[config.mk]
export PLATFORM = sky130hd
export DESIGN_NAME = mini_cpu_control
export DESIGN_NICKNAME = d
export VERILOG_FILES = /design/src/rtl/mini_cpu_pkg.sv /design/src/rtl/mini_cpu_alu.sv /design/src/rtl/mini_cpu_control.sv
export SDC_FILE = /design/constraint.sdc
export NUM_CORES = 1
export LEC_CHECK = 0
export BUFFER_PORTS_ARGS = -buffer_cell sky130_fd_sc_hd__buf_4
export CAP_MARGIN = 20
export CORE_ASPECT_RATIO = 0.75
export CORE_MARGIN = 4
export CORE_UTILIZATION = 63
export DETAILED_ROUTE_END_ITERATION = 8
export GPL_TIMING_DRIVEN = 0
export PLACE_DENSITY = 0.87
export SLEW_MARGIN = 20
export SYNTH_ARGS = -nofsm -noshare
export SYNTH_HDL_FRONTEND = slang
export SYNTH_SLANG_ARGS = --single-unit
[constraint.sdc]
create_clock -name clk -period 8.8 [get_ports clk]
set_input_delay 0.44 -clock clk [delete_from_list [all_inputs] [get_ports clk]]
set_output_delay 0.44 -clock clk [all_outputs]
set_load 0.01 [all_outputs]
[src/rtl/mini_cpu_pkg.sv]
`default_nettype none
// ============================================================================
// Module      : mini_cpu_pkg
// Description : State/opcode encodings and instruction field positions shared
//               by the mini CPU control unit and its ALU.
// Revision    : 1.0 - initial release
// ============================================================================
package mini_cpu_pkg;

    typedef enum logic [2:0] {
        S_OFF    = 3'd0,
        S_FETCH  = 3'd1,
        S_DECODE = 3'd2,
        S_READ   = 3'd3,
        S_CALC   = 3'd4,
        S_WAIT   = 3'd5,
        S_STORE  = 3'd6,
        S_SHOW   = 3'd7
    } state_e;

    typedef enum logic [2:0] {
        OP_LOAD    = 3'd0,
        OP_ADD     = 3'd1,
        OP_ADDI    = 3'd2,
        OP_SUB     = 3'd3,
        OP_SUBI    = 3'd4,
        OP_MUL     = 3'd5,
        OP_CLEAR   = 3'd6,
        OP_DISPLAY = 3'd7
    } opcode_e;

    localparam int c_op_hi    = 15;
    localparam int c_op_lo    = 13;
    localparam int c_f0_hi    = 12;
    localparam int c_f0_lo    = 9;
    localparam int c_f1_hi    = 8;
    localparam int c_f1_lo    = 5;
    localparam int c_f2_hi    = 4;
    localparam int c_f2_lo    = 1;
    localparam int c_imm7_msb = 6;
    localparam int c_imm5_msb = 4;

    // Sign-extended immediate for the opcodes that carry one, zero otherwise.
    function automatic logic [15:0] decode_imm(input opcode_e op, input logic [15:0] ins);
        logic [15:0] imm;
        imm = '0;
        case (op)
            OP_LOAD:                  imm = {{(15-c_imm7_msb){ins[c_imm7_msb]}}, ins[c_imm7_msb:0]};
            OP_ADDI, OP_SUBI, OP_MUL: imm = {{(15-c_imm5_msb){ins[c_imm5_msb]}}, ins[c_imm5_msb:0]};
            default:                  imm = '0;
        endcase
        return imm;
    endfunction

endpackage
`default_nettype wire

[src/rtl/mini_cpu_alu.sv]
`default_nettype none
// ============================================================================
// Module      : mini_cpu_alu
// Description : Combinational 16-bit two's-complement datapath with signed
//               overflow detection.
// Revision    : 1.0 - initial release
// ============================================================================
module mini_cpu_alu
    import mini_cpu_pkg::*;
(
    input  opcode_e     opcode,
    input  logic [15:0] v1,
    input  logic [15:0] v2,
    input  logic [15:0] imm,
    output logic [15:0] result,
    output logic        ovf
);

    logic [15:0]        w_add_b;
    logic [15:0]        w_sub_b;
    logic [15:0]        w_sum;
    logic [15:0]        w_diff;
    logic signed [31:0] w_prod;

    assign w_add_b = (opcode == OP_ADDI) ? imm : v2;
    assign w_sub_b = (opcode == OP_SUBI) ? imm : v2;
    assign w_sum   = v1 + w_add_b;
    assign w_diff  = v1 - w_sub_b;
    assign w_prod  = $signed(v1) * $signed(imm);

    always_comb begin
        result = '0;
        ovf    = 1'b0;
        case (opcode)
            OP_LOAD:          result = imm;
            OP_ADD, OP_ADDI: begin
                result = w_sum;
                ovf    = (v1[15] == w_add_b[15]) && (w_sum[15] != v1[15]);
            end
            OP_SUB, OP_SUBI: begin
                result = w_diff;
                ovf    = (v1[15] != w_sub_b[15]) && (w_diff[15] != v1[15]);
            end
            OP_MUL: begin
                result = w_prod[15:0];
                ovf    = (w_prod[31:16] != {16{w_prod[15]}});
            end
            OP_DISPLAY:       result = v1;
            default:          result = '0;
        endcase
    end

endmodule
`default_nettype wire

[src/rtl/mini_cpu_control.sv]
`default_nettype none
// ============================================================================
// Module      : mini_cpu_control
// Description : Instruction sequencer driving the memory bank handshake and
//               the display outputs. Define HANDSHAKE_TIMEOUT_EN to bound the
//               READ/STORE acknowledge waits by TIMEOUT_CYCLES.
// Revision    : 1.0 - initial release
// ============================================================================
module mini_cpu_control
    import mini_cpu_pkg::*;
#(
    parameter int TIMEOUT_CYCLES = 15
)(
    input  logic        clk,
    input  logic        rst,
    input  logic        power,
    input  logic        exec,
    input  logic [15:0] instr,
    input  logic [15:0] v1RAM,
    input  logic [15:0] v2RAM,
    input  logic        read,
    input  logic        stored,
    output logic [2:0]  stateCPU,
    output logic [2:0]  opcode,
    output logic [3:0]  addr1,
    output logic [3:0]  addr2,
    output logic [3:0]  addr3,
    output logic [15:0] valorGuardarRAM,
    output logic [15:0] disp_value,
    output logic        disp_valid,
    output logic        ovf,
    output logic        err
);

    state_e      state_q, state_d;
    opcode_e     opcode_q, opcode_d;
    logic        exec_prev_q;
    logic [15:0] instr_q, instr_d;
    logic [3:0]  addr1_q, addr1_d, addr2_q, addr2_d, addr3_q, addr3_d;
    logic [15:0] imm_q, imm_d, v1_q, v1_d, v2_q, v2_d;
    logic [15:0] result_q, result_d, disp_q, disp_d;
    logic        ovf_q, ovf_d, disp_valid_q, disp_valid_d, err_q, err_d;
    logic [15:0] w_alu_result;
    logic        w_alu_ovf;
    logic        w_timeout;

    mini_cpu_alu u_alu (
        .opcode (opcode_q),
        .v1     (v1_q),
        .v2     (v2_q),
        .imm    (imm_q),
        .result (w_alu_result),
        .ovf    (w_alu_ovf)
    );

`ifdef HANDSHAKE_TIMEOUT_EN
    localparam int c_cnt_w = $clog2(TIMEOUT_CYCLES + 1);
    logic [c_cnt_w-1:0] cnt_q, cnt_d;

    // Any state change restarts the count, so it is fresh on entry to READ/STORE.
    always_comb begin
        cnt_d = cnt_q + c_cnt_w'(1);
        if (state_d != state_q) cnt_d = '0;
    end

    always_ff @(posedge clk or posedge rst) begin
        if (rst) cnt_q <= '0;
        else     cnt_q <= cnt_d;
    end

    assign w_timeout = ((state_q == S_READ && !read) || (state_q == S_STORE && !stored))
                       && (cnt_q == c_cnt_w'(TIMEOUT_CYCLES - 1));
`else
    logic w_unused_tmo;
    assign w_unused_tmo = (TIMEOUT_CYCLES != 0);
    assign w_timeout    = 1'b0;
`endif

    always_comb begin
        state_d      = state_q;
        opcode_d     = opcode_q;
        instr_d      = instr_q;
        addr1_d      = addr1_q;
        addr2_d      = addr2_q;
        addr3_d      = addr3_q;
        imm_d        = imm_q;
        v1_d         = v1_q;
        v2_d         = v2_q;
        result_d     = result_q;
        ovf_d        = ovf_q;
        disp_d       = disp_q;
        disp_valid_d = disp_valid_q;
        err_d        = err_q;
        case (state_q)
            S_OFF: if (power) state_d = S_FETCH;
            S_FETCH: begin
                if (exec && !exec_prev_q) begin
                    instr_d = instr;
                    state_d = S_DECODE;
                end else if (!power) begin
                    state_d = S_OFF;
                end
            end
            S_DECODE: begin
                opcode_d = opcode_e'(instr_q[c_op_hi:c_op_lo]);
                imm_d    = decode_imm(opcode_d, instr_q);
                addr1_d  = '0;
                addr2_d  = '0;
                addr3_d  = '0;
                err_d    = 1'b0;
                state_d  = S_READ;
                case (opcode_d)
                    OP_LOAD: begin
                        addr1_d = instr_q[c_f0_hi:c_f0_lo];
                        state_d = S_CALC;
                    end
                    OP_ADD, OP_SUB: begin
                        addr3_d = instr_q[c_f0_hi:c_f0_lo];
                        addr1_d = instr_q[c_f1_hi:c_f1_lo];
                        addr2_d = instr_q[c_f2_hi:c_f2_lo];
                    end
                    OP_ADDI, OP_SUBI, OP_MUL: begin
                        addr2_d = instr_q[c_f0_hi:c_f0_lo];
                        addr1_d = instr_q[c_f1_hi:c_f1_lo];
                    end
                    OP_DISPLAY: addr1_d = instr_q[c_f0_hi:c_f0_lo];
                    default:    state_d = S_WAIT;
                endcase
            end
            S_READ: begin
                if (read) begin
                    v1_d    = v1RAM;
                    v2_d    = v2RAM;
                    state_d = S_CALC;
                end else if (w_timeout) begin
                    err_d   = 1'b1;
                    state_d = S_SHOW;
                end
            end
            S_CALC: begin
                result_d = w_alu_result;
                ovf_d    = w_alu_ovf;
                state_d  = S_WAIT;
            end
            S_WAIT: state_d = S_STORE;
            S_STORE: begin
                if (stored) begin
                    state_d = S_SHOW;
                end else if (w_timeout) begin
                    err_d   = 1'b1;
                    state_d = S_SHOW;
                end
            end
            S_SHOW: begin
                // A timed-out instruction leaves the display untouched.
                if (!err_q) begin
                    disp_d       = (opcode_q == OP_CLEAR) ? 16'h0000 : result_q;
                    disp_valid_d = 1'b1;
                end
                state_d = S_FETCH;
            end
            default: state_d = S_OFF;
        endcase
        if (state_d == S_OFF) disp_valid_d = 1'b0;
    end

    always_ff @(posedge clk or posedge rst) begin
        if (rst) begin
            state_q      <= S_OFF;
            opcode_q     <= OP_LOAD;
            exec_prev_q  <= 1'b0;
            instr_q      <= '0;
            addr1_q      <= '0;
            addr2_q      <= '0;
            addr3_q      <= '0;
            imm_q        <= '0;
            v1_q         <= '0;
            v2_q         <= '0;
            result_q     <= '0;
            ovf_q        <= 1'b0;
            disp_q       <= '0;
            disp_valid_q <= 1'b0;
            err_q        <= 1'b0;
        end else begin
            state_q      <= state_d;
            opcode_q     <= opcode_d;
            exec_prev_q  <= exec;
            instr_q      <= instr_d;
            addr1_q      <= addr1_d;
            addr2_q      <= addr2_d;
            addr3_q      <= addr3_d;
            imm_q        <= imm_d;
            v1_q         <= v1_d;
            v2_q         <= v2_d;
            result_q     <= result_d;
            ovf_q        <= ovf_d;
            disp_q       <= disp_d;
            disp_valid_q <= disp_valid_d;
            err_q        <= err_d;
        end
    end

    assign stateCPU        = state_q;
    assign opcode          = opcode_q;
    assign addr1           = addr1_q;
    assign addr2           = addr2_q;
    assign addr3           = addr3_q;
    assign valorGuardarRAM = result_q;
    assign disp_value      = disp_q;
    assign disp_valid      = disp_valid_q;
    assign ovf             = ovf_q;
    assign err             = err_q;

endmodule
`default_nettype wire

== After elaboration in Yosys (flattened, before gate mapping) ==
Cells that the tools add are included.
Widths: inputs -> output; s select.

* Flip-flop bits (word level): 117
* Bits of input ports: 54
* Output and inout bits: 53
* Word-level logic and storage cells: 78

* Add/sub/neg operators: 2
* Multiply operators: 1
* Equal/unequal tests: 25
* Mux-type cells: 18
* Reductions and logical operators: 18

{| class="wikitable"
|+ Operator list
! cell !! number
|-
| $pmux 16 s5 || 1
|-
| $mux 16 || 3
|-
| $eq 3x3->1 const B || 11
|-
| $mul 16x16->32 || 1
|-
| $pmux 16 s2 || 1
|-
| $pmux 3 s8 || 1
|-
| $eq 3x2->1 const B || 6
|-
| $add 16x16->16 || 1
|-
| $ne 16x16->1 || 1
|-
| $pmux 4 s2 || 2
|-
| $sub 16x16->16 || 1
|-
| $mux 3 || 5
|-
| $logic_not 3->1 || 4
|-
| $eq 3x1->1 const B || 3
|-
| $reduce_or 2->1 || 4
|-
| $pmux 3 s2 || 1
|-
| $reduce_or 6->1 || 1
|-
| $reduce_or 5->1 || 1
|-
| $mux 4 || 1
|-
| $reduce_and 2->1 || 2
|-
| $logic_and 1x1->1 || 3
|-
| $ne 1x1->1 || 3
|-
| $pmux 1 s3 || 1
|-
| $reduce_or 3->1 || 1
|-
| other kinds (4) || 5
|}

== Logic depth before layout (Yosys ltp) ==
Gate-level depths: netlist of run 1.

* Depth after elaboration: 6
* Depth in mapped cells: 29
* Depth with buffers taken out: 25

== By module ==
Synthesis of run 1 repeated with hierarchy kept, for this count alone.

* Cells, all modules: 1743
* Area, all modules: 16687.3 um^2

{| class="wikitable"
|+ Modules (own cells, without submodules)
! module !! instances !! cells each !! area an instance (um^2) !! seq. area each (um^2)
|-
| mini_cpu_alu || 1 || 1429 || 12299.3 || 0.0
|-
| mini_cpu_control || 1 || 314 || 4388.0 || 2702.6
|}

== Worst setup path after synthesis of run 1 ==
No wires, ideal clock.

* Kind: register -> register
* From: register imm_q[14]
* To: register ovf_q, in the netlist ovf
* Setup time: 0.135 ns
* Data arrival time: 7.075 ns
* Required time: 8.665 ns
* Slack: 1.590 ns
* Stages on the path, launching flop included: 26
* Path buffers: 4
* Clock period less this slack: 7.210 ns
* Cells stage by stage: dfrtp_1 -> clkbuf_1 -> buf_1 -> clkbuf_1 -> nand2_1 -> inv_1 -> fa_1 -> inv_1 -> fa_1 -> fa_1 -> fa_1 -> fa_1 -> fa_1 -> inv_1 -> ha_1 -> buf_2 -> and4_1 -> and2_1 -> a221oi_2 -> nand3_1 -> a41oi_1 -> mux2_2 -> and2_1 -> o41a_1 -> nor4_1 -> o211ai_1

* Longest elaborated chain between the ends: 5
* Elaborated cells between the ends (all ways): 11
* Classes of those cells: add/sub: 2; mul: 1; eq/ne: 3; mux: 3; reduce/logical: 2

{| class="wikitable"
|+ Ends and longest elaborated chain
! item !! RTL line !! text
|-
| from (decl) || mini_cpu_control.sv:40 || <nowiki>logic [15:0] imm_q, imm_d, v1_q, v1_d, v2_q, v2_d;</nowiki>
|-
| from (signal assigned) || mini_cpu_control.sv:192 || <nowiki>imm_q <= imm_d;</nowiki>
|-
| parallel branches: the longest is 4 deep, another holds $mul 16x16->32 || -- ||
|-
| $pmux 1 s3 (*) || mini_cpu_alu.sv:34 || <nowiki>case (opcode)</nowiki>
|-
| to (signal assigned) || mini_cpu_control.sv:196 || <nowiki>ovf_q <= ovf_d;</nowiki>
|-
| to (decl) || mini_cpu_control.sv:42 || <nowiki>logic ovf_q, ovf_d, disp_valid_q, disp_valid_d, err_q, err_d;</nowiki>
|}

Every way passes the cells marked *.
A chain may end at the register's enable or synchronous reset.

== Final worst setup path of run 1 ==
Same ends and word-level chain as after synthesis.

==> results of run 1 <==
==> flip-flops by register name (all words and copies together) (netlist names), 3 cells and up <==
name and count:
addr1 4, addr2 4, addr3 4, disp_value 16, imm_q 7, instr_q 16
opcode 3, stateCPU 3, v1_q 16, v2_q 16, valorGuardarRAM 16
==> routing by layer <==
metal  track usage [%]  wire length (um)  vias up
li1                  -                 -     5501
met1             48.31             18420     6089
met2             48.28             18290      682
met3             8.485              4616      107
met4             10.35              1447        0
met5                 0                 0        -
==> how the worst max path moves through the flow <==
stage	cells after the start	slack, ps	endpoint	start
after floorplan	25	1590	ovf	imm_q[14]
after global placement	25	-90	ovf	imm_q[14]
after detailed placement	25	-230	ovf	imm_q[14]
after CTS	24	150	ovf	imm_q[14]
after global routing	22	9	ovf	imm_q[4]
final	23	280	ovf	imm_q[14]
==> logic make-up after synthesis <==
| kind of cell | Yosys count | share of synthesized area (%) |
|---|---|---|
| fa+ha+maj | 340 | 38.74 |
| simple gates | 361 | 11.67 |
| xor+xnor | 66 | 3.856 |
| other cells | 1 | 0.02469 |
| buf+inv | 354 | 8.840 |
| flops | 108 | 17.80 |
| compound gates | 301 | 13.19 |
| mux | 81 | 5.891 |
==> layout make-up <==
type	count	area share, %
Multi-Input combinational cell	1150	66.74
Sequential cell	108	16.19
Inverter	278	6.280
Timing Repair Buffer	106	4.886
Tap cell	300	2.248
Buffer	72	1.739
Clock buffer	11	1.514
Clock inverter	5	0.4047
==> per-stage QoR <==
stage | setup slack, ps | TNS [ps] | cells
3_5_place_dp | -226.1 | -226.1 | 2018
4_1_cts | 148.0 | 0 | 2033
6_report | 284.7 | 0 | 2030
3_3_place_gp | -86.60 | -86.60 | 2017
5_1_grt | 9.112 | 0 | 2030
2_1_floorplan | 1590 | 0 | 1612
==> placed cells by master (no fill, tap or decap), types with 6 or more instances in the layout <==
| cell type | n |
|---|---|
| sky130_fd_sc_hd__a211oi_1 | 11 |
| sky130_fd_sc_hd__a21boi_0 | 6 |
| sky130_fd_sc_hd__a21o_1 | 28 |
| sky130_fd_sc_hd__a21oi_1 | 76 |
| sky130_fd_sc_hd__a221oi_1 | 11 |
| sky130_fd_sc_hd__a22o_1 | 24 |
| sky130_fd_sc_hd__a31oi_1 | 16 |
| sky130_fd_sc_hd__and2_1 | 62 |
| sky130_fd_sc_hd__and3_1 | 6 |
| sky130_fd_sc_hd__buf_4 | 106 |
| sky130_fd_sc_hd__clkbuf_1 | 61 |
| sky130_fd_sc_hd__clkbuf_16 | 9 |
| sky130_fd_sc_hd__dfrtp_1 | 108 |
| sky130_fd_sc_hd__fa_1 | 217 |
| sky130_fd_sc_hd__ha_1 | 123 |
| sky130_fd_sc_hd__inv_1 | 277 |
| sky130_fd_sc_hd__mux2_2 | 67 |
| sky130_fd_sc_hd__mux2i_1 | 14 |
| sky130_fd_sc_hd__nand2_1 | 120 |
| sky130_fd_sc_hd__nand2b_1 | 17 |
| sky130_fd_sc_hd__nand3_1 | 16 |
| sky130_fd_sc_hd__nand4_1 | 6 |
| sky130_fd_sc_hd__nor2_1 | 75 |
| sky130_fd_sc_hd__nor2b_1 | 12 |
| sky130_fd_sc_hd__nor3_1 | 18 |
| sky130_fd_sc_hd__o211ai_1 | 6 |
| sky130_fd_sc_hd__o21a_1 | 12 |
| sky130_fd_sc_hd__o21ai_0 | 63 |
| sky130_fd_sc_hd__or3_1 | 6 |
| sky130_fd_sc_hd__xnor2_1 | 36 |
| sky130_fd_sc_hd__xor2_1 | 29 |
==> repair_timing <==
action                                  4_1_cts  5_1_grt
buffers inserted                              0        0
gates resized for setup                       1        5
endpoints found under the setup margin        1        1
==> flow_metrics.py, run 1 <==
metrics = {
    "run_status": {
        "status": "finished, final reports clean",
    },
    "logic_synthesis": {
        "synth.cells.most_frequent": "278 x sky130_fd_sc_hd__inv_1, 217 x sky130_fd_sc_hd__fa_1, 123 x sky130_fd_sc_hd__ha_1",
        "synthDistinctLibCells": 76,
        "syn_nets": 2006,
        "yosysTopAreaCellShare_pct": 28.60,
        "synthesis.area_mm2": 0.01519,
        "dominantRegCellSynth": "sky130_fd_sc_hd__dfrtp_1",
        "synth-warning-count": 0,
        "synth-edff-count": 0,
        "synthCells": 1612,
        "async_reset_ff_share_pct": 100.0,
        "yosysMostFrequentCell": "sky130_fd_sc_hd__inv_1",
        "synth_area_leaders": "sky130_fd_sc_hd__fa_1 29%, sky130_fd_sc_hd__dfrtp_1 18%, sky130_fd_sc_hd__ha_1 10%",
        "synth_seq_area_share_pct": 17.80,
        "postSynthRegisterBits": 108,
        "synth_area_per_cell_um2": 9.421,
        "yosysTopAreaCell": "sky130_fd_sc_hd__fa_1",
    },
    "route": {
        "detailed_routing_iteration_count_for_the_pre_antenna_repair_pass": 7,
        "wl_per_cell_um": 21.07,
        "drt-vias-per-instance": 6.098,
        "routed-via-count": 12380,
        "wirelength_um": 42780,
        "final_antenna_net_count": 0,
        "dr.first_iter.drc_count": 1435,
        "drc": 0,
    },
    "place": {
        "dpl.hpwl_um": 35130,
        "place_congestion": 0.9554,
        "port_buffers": 105,
        "detailed_place.area_mm2": 0.01638,
    },
    "cells_and_area": {
        "finish.net_count": 2119,
        "diodes": 0,
        "area_of_the_multi_input_gates_mm2": 0.01114,
        "postLayoutCoreUtil_pct": 71.46,
        "filler_cell_count": 1725,
        "drive_above_1_share_pct": 12.08,
        "design_area_mm2": 0.01669,
        "area.growth.synth_to_final_pct": 9.928,
        "sequential_cell_area_mm2": 0.002703,
    },
    "global_routing": {
        "grt_antenna_before_repair": 0,
        "grt-ovfl-total": 0,
        "grt_start_max_net_pins": 83,
        "grt_pass1_vias": 12920,
        "wire_length_of_the_first_global_routing_pass_um": 68770,
        "global_route.usage.total_pct": 32.85,
    },
    "cts": {
        "root_buffer": "sky130_fd_sc_hd__clkbuf_16",
        "tritoncts": "built",
        "insertion_delay_ps": 370,
        "tritoncts.num_buffers": 9,
        "clockBufferDepth": 2,
        "cts.sink_count": 108,
        "ctsHtreeMaxLevel": 3,
        "post_cts_hold_buffer_count": 0,
        "clk_pin_slew_worst_paths_ps": 80,
    },
    "sta": {
        "tightest_slew_ps": 929.7,
        "timing.final.crit_period_ps": 8515,
        "rsz0062_at_grt": "false",
        "setup_violations": 0,
        "min_period_over_period_pct": 96.77,
        "finalHoldViolations": 0,
        "fmax_mhz": 117.4,
        "fin_hold_ws_ps": 29.21,
        "timing.max_slew.rel_slack_pct": 37.04,
        "timing.final.max_slew_violations": 0,
        "skew_ps": 10.54,
    },
    "floorplan": {
        "die-area_mm2": 0.02668,
        "floorplan.die.width_um": 187.3,
        "pin_count": 107,
        "floorplan.initialDensity_pct": 65.01,
        "die-height_um": 142.5,
        "coreArea_mm2": 0.02336,
        "core.rowCount": 48,
    },
    "worst_setup_path": {
        "critical_path_class": "reg -> reg",
        "cp_startpoint_kind": "flip-flop",
        "cells_along_the_critical_path": "inv_1 -> nor2_1 -> xnor2_1 -> ha_1 -> a31oi_1 -> fa_1 -> fa_1 -> fa_1 -> inv_1 -> fa_1 -> fa_1 -> ha_1 -> clkbuf_1 -> and4_1 -> and2_1 -> a221oi_2 -> nand3_1 -> a41oi_1 -> mux2_2 -> and2_1 -> o41a_1 -> nor4_1 -> o211ai_1",
        "crit_slowest_cell": "sky130_fd_sc_hd__dfrtp_1",
        "cp_common_cell": "sky130_fd_sc_hd__fa_1",
        "worstRegToRegCells": 23,
        "worst_stage_delay_on_the_critical_path_ps": 740,
        "worst-endpoint-required_ps": 9020,
        "arrival_ps": 8730,
        "worst_path_dominant_cell_family": "adder cells",
        "critical_path_buf_inv_count": 3,
        "timing.critical_path.fanout_max": 11,
        "reg2reg_slack_ps": 280,
        "critPathCaptureType": "flip-flop",
        "critical_path.reg2reg.endpoint": "ovf",
        "r2r-start": "imm_q[14]",
    },
    "run": {
        "max_cap_violations": 0,
    },
    "worst_hold_path": {
        "hp-class": "in -> async",
    },
}
Power of run 1 is left out: the tool's default activity adds up to more than one toggle a clock period on the data nets, which glitch-free logic cannot reach.
==> inputs of run 2 (changes only) <==
Settings changed: ABC_AREA from default to 1, CORE_UTILIZATION 63 to 64, PLACE_DENSITY 0.87 to 0.88.
==> flow_metrics.py, run 2 <==
metrics = {
    "cells_and_area": {
        "area.growth.synth_to_final_pct": 9.399,
        "final_common_cell": "sky130_fd_sc_hd__nand2_1",
        "diodes": 0,
        "sequential_cell_area_mm2": 0.002703,
        "area_of_the_multi_input_gates_mm2": 0.01130,
        "layout_common_cells": "563 x sky130_fd_sc_hd__nand2_1, 518 x sky130_fd_sc_hd__inv_1, 217 x sky130_fd_sc_hd__fa_1, 123 x sky130_fd_sc_hd__ha_1, 111 x sky130_fd_sc_hd__o21ai_0",
        "finish.net_count": 2697,
        "drive_above_1_share_pct": 9.055,
        "final_non_filler_cell_total": 2646,
        "filler_cell_count": 2008,
    },
    "sta": {
        "min_period_over_period_pct": 87.02,
        "timing.final.max_slew_violations": 0,
        "skew_ps": 9.263,
        "rsz0062_at_grt": "false",
        "timing.final.crit_period_ps": 7658,
        "finalHoldViolations": 0,
        "fin_hold_ws_ps": 69.39,
        "totalNegativeSetupSlack_ps": 0,
        "tightest_slew_ps": 980.9,
        "timing.max_slew.rel_slack_pct": 34.60,
        "setup_violations": 0,
        "setup_slack_ps": 1142,
        "fmax_mhz": 130.6,
    },
    "worst_setup_path": {
        "reg2reg_slack_ps": 1140,
        "arrival_ps": 7920,
        "worstRegToRegCells": 28,
        "cp_startpoint_kind": "flip-flop",
        "worst_stage_delay_on_the_critical_path_ps": 740,
        "crit_slowest_cell": "sky130_fd_sc_hd__clkbuf_1",
        "cp_common_cell": "sky130_fd_sc_hd__nand2_1",
        "timing.critical_path.fanout_max": 10,
        "critPathCaptureType": "flip-flop",
        "worst-endpoint-required_ps": 9060,
        "critical_path_class": "reg -> reg",
        "r2r-start": "imm_q[14]",
        "critical_path.reg2reg.endpoint": "ovf",
    },
    "global_routing": {
        "grt-ovfl-total": 0,
        "wire_length_of_the_first_global_routing_pass_um": 81560,
        "global_route.usage.met1_pct": 55.47,
        "grt_most_used_layer": "met1",
        "grt_start_max_net_pins": 74,
        "grt_pass1_vias": 15340,
        "globalRouteMet2Util_pct": 53.07,
        "gr-usage-met3_pct": 10.95,
        "global_route.usage.total_pct": 37.22,
        "grt_antenna_before_repair": 1,
    },
    "logic_synthesis": {
        "synthesis.area_mm2": 0.01627,
        "post_synth_simple_gate_area_pct": 21.28,
        "synth_area_leaders": "sky130_fd_sc_hd__fa_1 27%, sky130_fd_sc_hd__dfrtp_1 17%, sky130_fd_sc_hd__nand2_1 13%",
        "synthCells": 2186,
        "syn_nets": 2580,
        "muxShareOfSynthArea_pct": 1.869,
        "synth.cells.most_frequent": "563 x sky130_fd_sc_hd__nand2_1, 519 x sky130_fd_sc_hd__inv_1, 217 x sky130_fd_sc_hd__fa_1",
        "synth-edff-count": 0,
        "yosysTopAreaCell": "sky130_fd_sc_hd__fa_1",
        "synthXorXnorAreaFrac_pct": 0.9153,
        "dominantRegCellSynth": "sky130_fd_sc_hd__dfrtp_1",
        "async_reset_ff_share_pct": 100.0,
        "yosysTopAreaCellShare_pct": 26.71,
        "complex_gate_fraction_of_the_synthesized_area_pct": 9.207,
        "synthDistinctLibCells": 52,
        "synth_fa_ha_area_share_pct": 36.17,
        "synth-warning-count": 0,
        "synth_area_per_cell_um2": 7.441,
        "postSynthRegisterBits": 108,
        "yosysMostFrequentCell": "sky130_fd_sc_hd__nand2_1",
        "synth_seq_area_share_pct": 16.61,
        "combinational_family_with_the_most_area_after_synthesis": "adder cells",
    },
    "floorplan": {
        "coreArea_mm2": 0.02496,
        "core.rowCount": 50,
        "pin_count": 107,
        "floorplan.die.width_um": 192.1,
        "floorplan.initialDensity_pct": 65.17,
        "die-area_mm2": 0.02806,
        "die-height_um": 146.1,
    },
    "place": {
        "detailedPlace.worstSlack_ps": 1397,
        "port_buffers": 105,
        "place_congestion": 0.9870,
        "dpl.hpwl_um": 43190,
        "dpl.cell_count": 2630,
    },
    "route": {
        "dr.first_iter.drc_count": 1766,
        "routed-via-count": 15190,
        "drc": 0,
        "drt-vias-per-instance": 5.739,
        "wirelength_um": 50670,
        "final_antenna_net_count": 0,
        "detailed_routing_iteration_count_for_the_pre_antenna_repair_pass": 9,
        "wl_per_cell_um": 19.15,
    },
    "cts": {
        "clk_pin_slew_worst_paths_ps": 80,
        "tritoncts.num_buffers": 9,
        "tritoncts": "built",
        "cts-resized-gates": 0,
        "clockBufferDepth": 2,
        "ctsHtreeMaxLevel": 3,
        "root_buffer": "sky130_fd_sc_hd__clkbuf_16",
        "insertion_delay_ps": 360,
        "post_cts_hold_buffer_count": 0,
        "post_cts.repair.setup_buffers": 0,
        "cts.sink_count": 108,
    },
    "run_status": {
        "status": "finished, final reports clean",
    },
    "worst_hold_path": {
        "hp-class": "in -> async",
    },
    "run": {
        "max_cap_violations": 0,
    },
}
[run 2: cell types whose count changed after synthesis, sizes merged, moves of 18 or more]
cell and change:
nand2 +454, inv +251, nand3 +95, and2 -57, o21ai +54, mux2 -40
nor2 +39, xnor2 -31, clkbuf -28, a22o -24, a21o -22, a21oi +22
xor2 -18
[run 2: cell families after synthesis]
kind of cell    Yosys count
mux                      27
fa+ha+maj               340
xor+xnor                 17
compound gates          268
buf+inv                 589
other cells               1
flops                   108
simple gates            836
[run 2: cell type report]
| cell class | instances | share of cell area [%] |
|---|---|---|
| inverters | 532 | 11.25 |
| clock inverters | 6 | 0.2601 |
| flip-flops and latches | 108 | 15.19 |
| plain buffers | 57 | 1.512 |
| repair buffers | 106 | 4.584 |
| well taps | 338 | 2.376 |
| clock buffers | 10 | 1.343 |
| multi-input cells | 1489 | 63.49 |
[run 2: metrics by stage]
step | instance area (um^2) | utilization, %
after floorplan | 16270 | -
after global placement | 17480 | 70.02
after detailed placement | 17510 | 70.15
after CTS | 17800 | 71.29
after global routing | 17800 | 71.29
final | 17800 | 71.29
[run 2: how the worst max path moves through the flow]
stage / start / end / slack (ps) / cells past startpoint
final: imm_q[14] / ovf / 1140 / 28
after global routing: imm_q[14] / ovf / 750 / 28
after CTS: imm_q[14] / ovf / 1360 / 28
after detailed placement: imm_q[14] / ovf / 1400 / 28
after global placement: imm_q[14] / ovf / 1550 / 28
after floorplan: imm_q[14] / ovf / 2800 / 28
[run 2: routing by layer]
layer	part of all wire (%)	routed length [um]
met5	0.026	13
met4	3.7	1853
met3	13	6476
met2	42	21050
met1	42	21280
[run 2: worst max-delay path, delay by kind of cell (launching register included)]
family | cells | cell delay (ps)
AND/OR/NAND/NOR | 15 | 1890
AO/OA/AOI/OAI | 1 | 60
adder cells (fa/ha/maj) | 7 | 3710
buffers and inverters | 5 | 1530
flip-flops | 1 | 360
Power of run 2 is left out for the same reason.
==> inputs of run 3 (changes only) <==
Clock period 8.8 ns to 7.06 ns, I/O delays scaled along.
==> flow_metrics.py, run 3 (synthesis gave the netlist of run 2 again) <==
metrics = {
    "global_routing": {
        "grt_pass1_vias": 15350,
        "grt-ovfl-total": 0,
        "grt_antenna_before_repair": 0,
        "wire_length_of_the_first_global_routing_pass_um": 81530,
        "global_route.usage.total_pct": 37.23,
        "grt_start_max_net_pins": 74,
    },
    "sta": {
        "skew_ps": 8.317,
        "timing.final.max_slew_violations": 0,
        "fmax_mhz": 147.8,
        "timing.max_slew.rel_slack_pct": 41.12,
        "tightest_slew_ps": 883.1,
        "fin_hold_ws_ps": 104.0,
        "min_period_over_period_pct": 95.82,
        "finalHoldViolations": 0,
        "setup_violations": 0,
        "timing.final.crit_period_ps": 6765,
    },
    "cells_and_area": {
        "area.growth.synth_to_final_pct": 9.537,
        "finish.net_count": 2695,
        "diodes": 0,
        "drive_above_1_share_pct": 9.714,
        "final_common_cell": "sky130_fd_sc_hd__nand2_1",
        "postLayoutCoreUtil_pct": 71.38,
        "layout_common_cells": "563 x sky130_fd_sc_hd__nand2_1, 518 x sky130_fd_sc_hd__inv_1, 217 x sky130_fd_sc_hd__fa_1, 123 x sky130_fd_sc_hd__ha_1",
        "design_area_mm2": 0.01782,
    },
    "cts": {
        "ctsHtreeMaxLevel": 3,
        "insertion_delay_ps": 360,
        "clk_pin_slew_worst_paths_ps": 80,
        "cts.sink_count": 108,
        "post_cts.repair.setup_buffers": 0,
        "root_buffer": "sky130_fd_sc_hd__clkbuf_16",
        "tritoncts.num_buffers": 9,
        "clockBufferDepth": 2,
        "tritoncts": "built",
    },
    "floorplan": {
        "pin_count": 107,
        "core.rowCount": 50,
        "floorplan.die.width_um": 192.1,
        "die-height_um": 146.1,
        "die-area_mm2": 0.02806,
        "floorplan.initialDensity_pct": 65.17,
        "coreArea_mm2": 0.02496,
    },
    "worst_setup_path": {
        "worst_stage_delay_on_the_critical_path_ps": 640,
        "crit_slowest_cell": "sky130_fd_sc_hd__fa_1",
        "worst-endpoint-required_ps": 7320,
        "critical_path_buf_inv_count": 5,
        "cp_common_cell": "sky130_fd_sc_hd__nand2_1",
        "critPathCaptureType": "flip-flop",
        "cp_startpoint_kind": "flip-flop",
        "critical_path_class": "reg -> reg",
        "worst_path_dominant_cell_family": "adder cells",
        "timing.critical_path.fanout_max": 10,
        "arrival_ps": 7020,
    },
    "route": {
        "wirelength_um": 50800,
        "final_antenna_net_count": 0,
        "drt-vias-per-instance": 5.744,
        "detailed_routing_iteration_count_for_the_pre_antenna_repair_pass": 6,
        "dr.first_iter.drc_count": 1708,
        "wl_per_cell_um": 19.21,
        "routed-via-count": 15190,
        "drc": 0,
    },
    "run": {
        "max_cap_violations": 0,
    },
    "place": {
        "detailed_place.area_mm2": 0.01751,
        "dpl.hpwl_um": 43190,
        "place_congestion": 0.9870,
        "port_buffers": 105,
    },
    "worst_hold_path": {
        "hp-class": "in -> reg",
    },
    "run_status": {
        "status": "finished, final reports clean",
    },
}
-- run 3: routing by layer --
layer / share of wire [%] / wire, um / track usage, %
met4: 3.3 / 1674 / 10.83
met3: 13 / 6623 / 10.54
met2: 42 / 21300 / 53.16
met5: 0 / 0 / 0
met1: 42 / 21200 / 55.78
-- run 3: worst paths after layout --
path,from,endpoint,cells past startpoint,slack (ps)
max in group asynchronous,rst,v2_q[8],4,5810
min,exec,exec_prev_q,1,100
max,imm_q[14],ovf,28,300
min reg2reg,addr3[0],addr3[0],2,490
min in group asynchronous,rst,valorGuardarRAM[0],3,540
max reg2reg,imm_q[14],ovf,28,300
-- run 3: timing repair --
item | 4_1_cts | 5_1_grt
hold buffers | 1 | 0
setup endpoints to repair | 1 | 2
gates resized for setup | 3 | 29
endpoints found under the hold margin | 25 | 0
pin swaps | 0 | 0
cloned | 0 | 0
-- run 3: stage by stage --
stage / TNS (ps) / cells / setup WS (ps)
after floorplan: 0 / 2186 / 1063
after global routing: -36.41 / 2644 / -36.41
final: 0 / 2644 / 295.4
after CTS: 0 / 2647 / 9.452
after global placement: -187.1 / 2629 / -187.1
after detailed placement: -342.5 / 2630 / -342.5
-- run 3: area by class of cell --
class | instances | area (um^2)
Buffer | 54 | 280.3
Clock inverter | 6 | 46.29
Tap cell | 338 | 422.9
Sequential cell | 108 | 2704
Clock buffer | 10 | 239.0
Inverter | 532 | 2002
Fill cell | 2004 | 7143
Timing Repair Buffer | 107 | 825.8
Multi-Input combinational cell | 1489 | 11300
Power of run 3 is left out for the same reason.
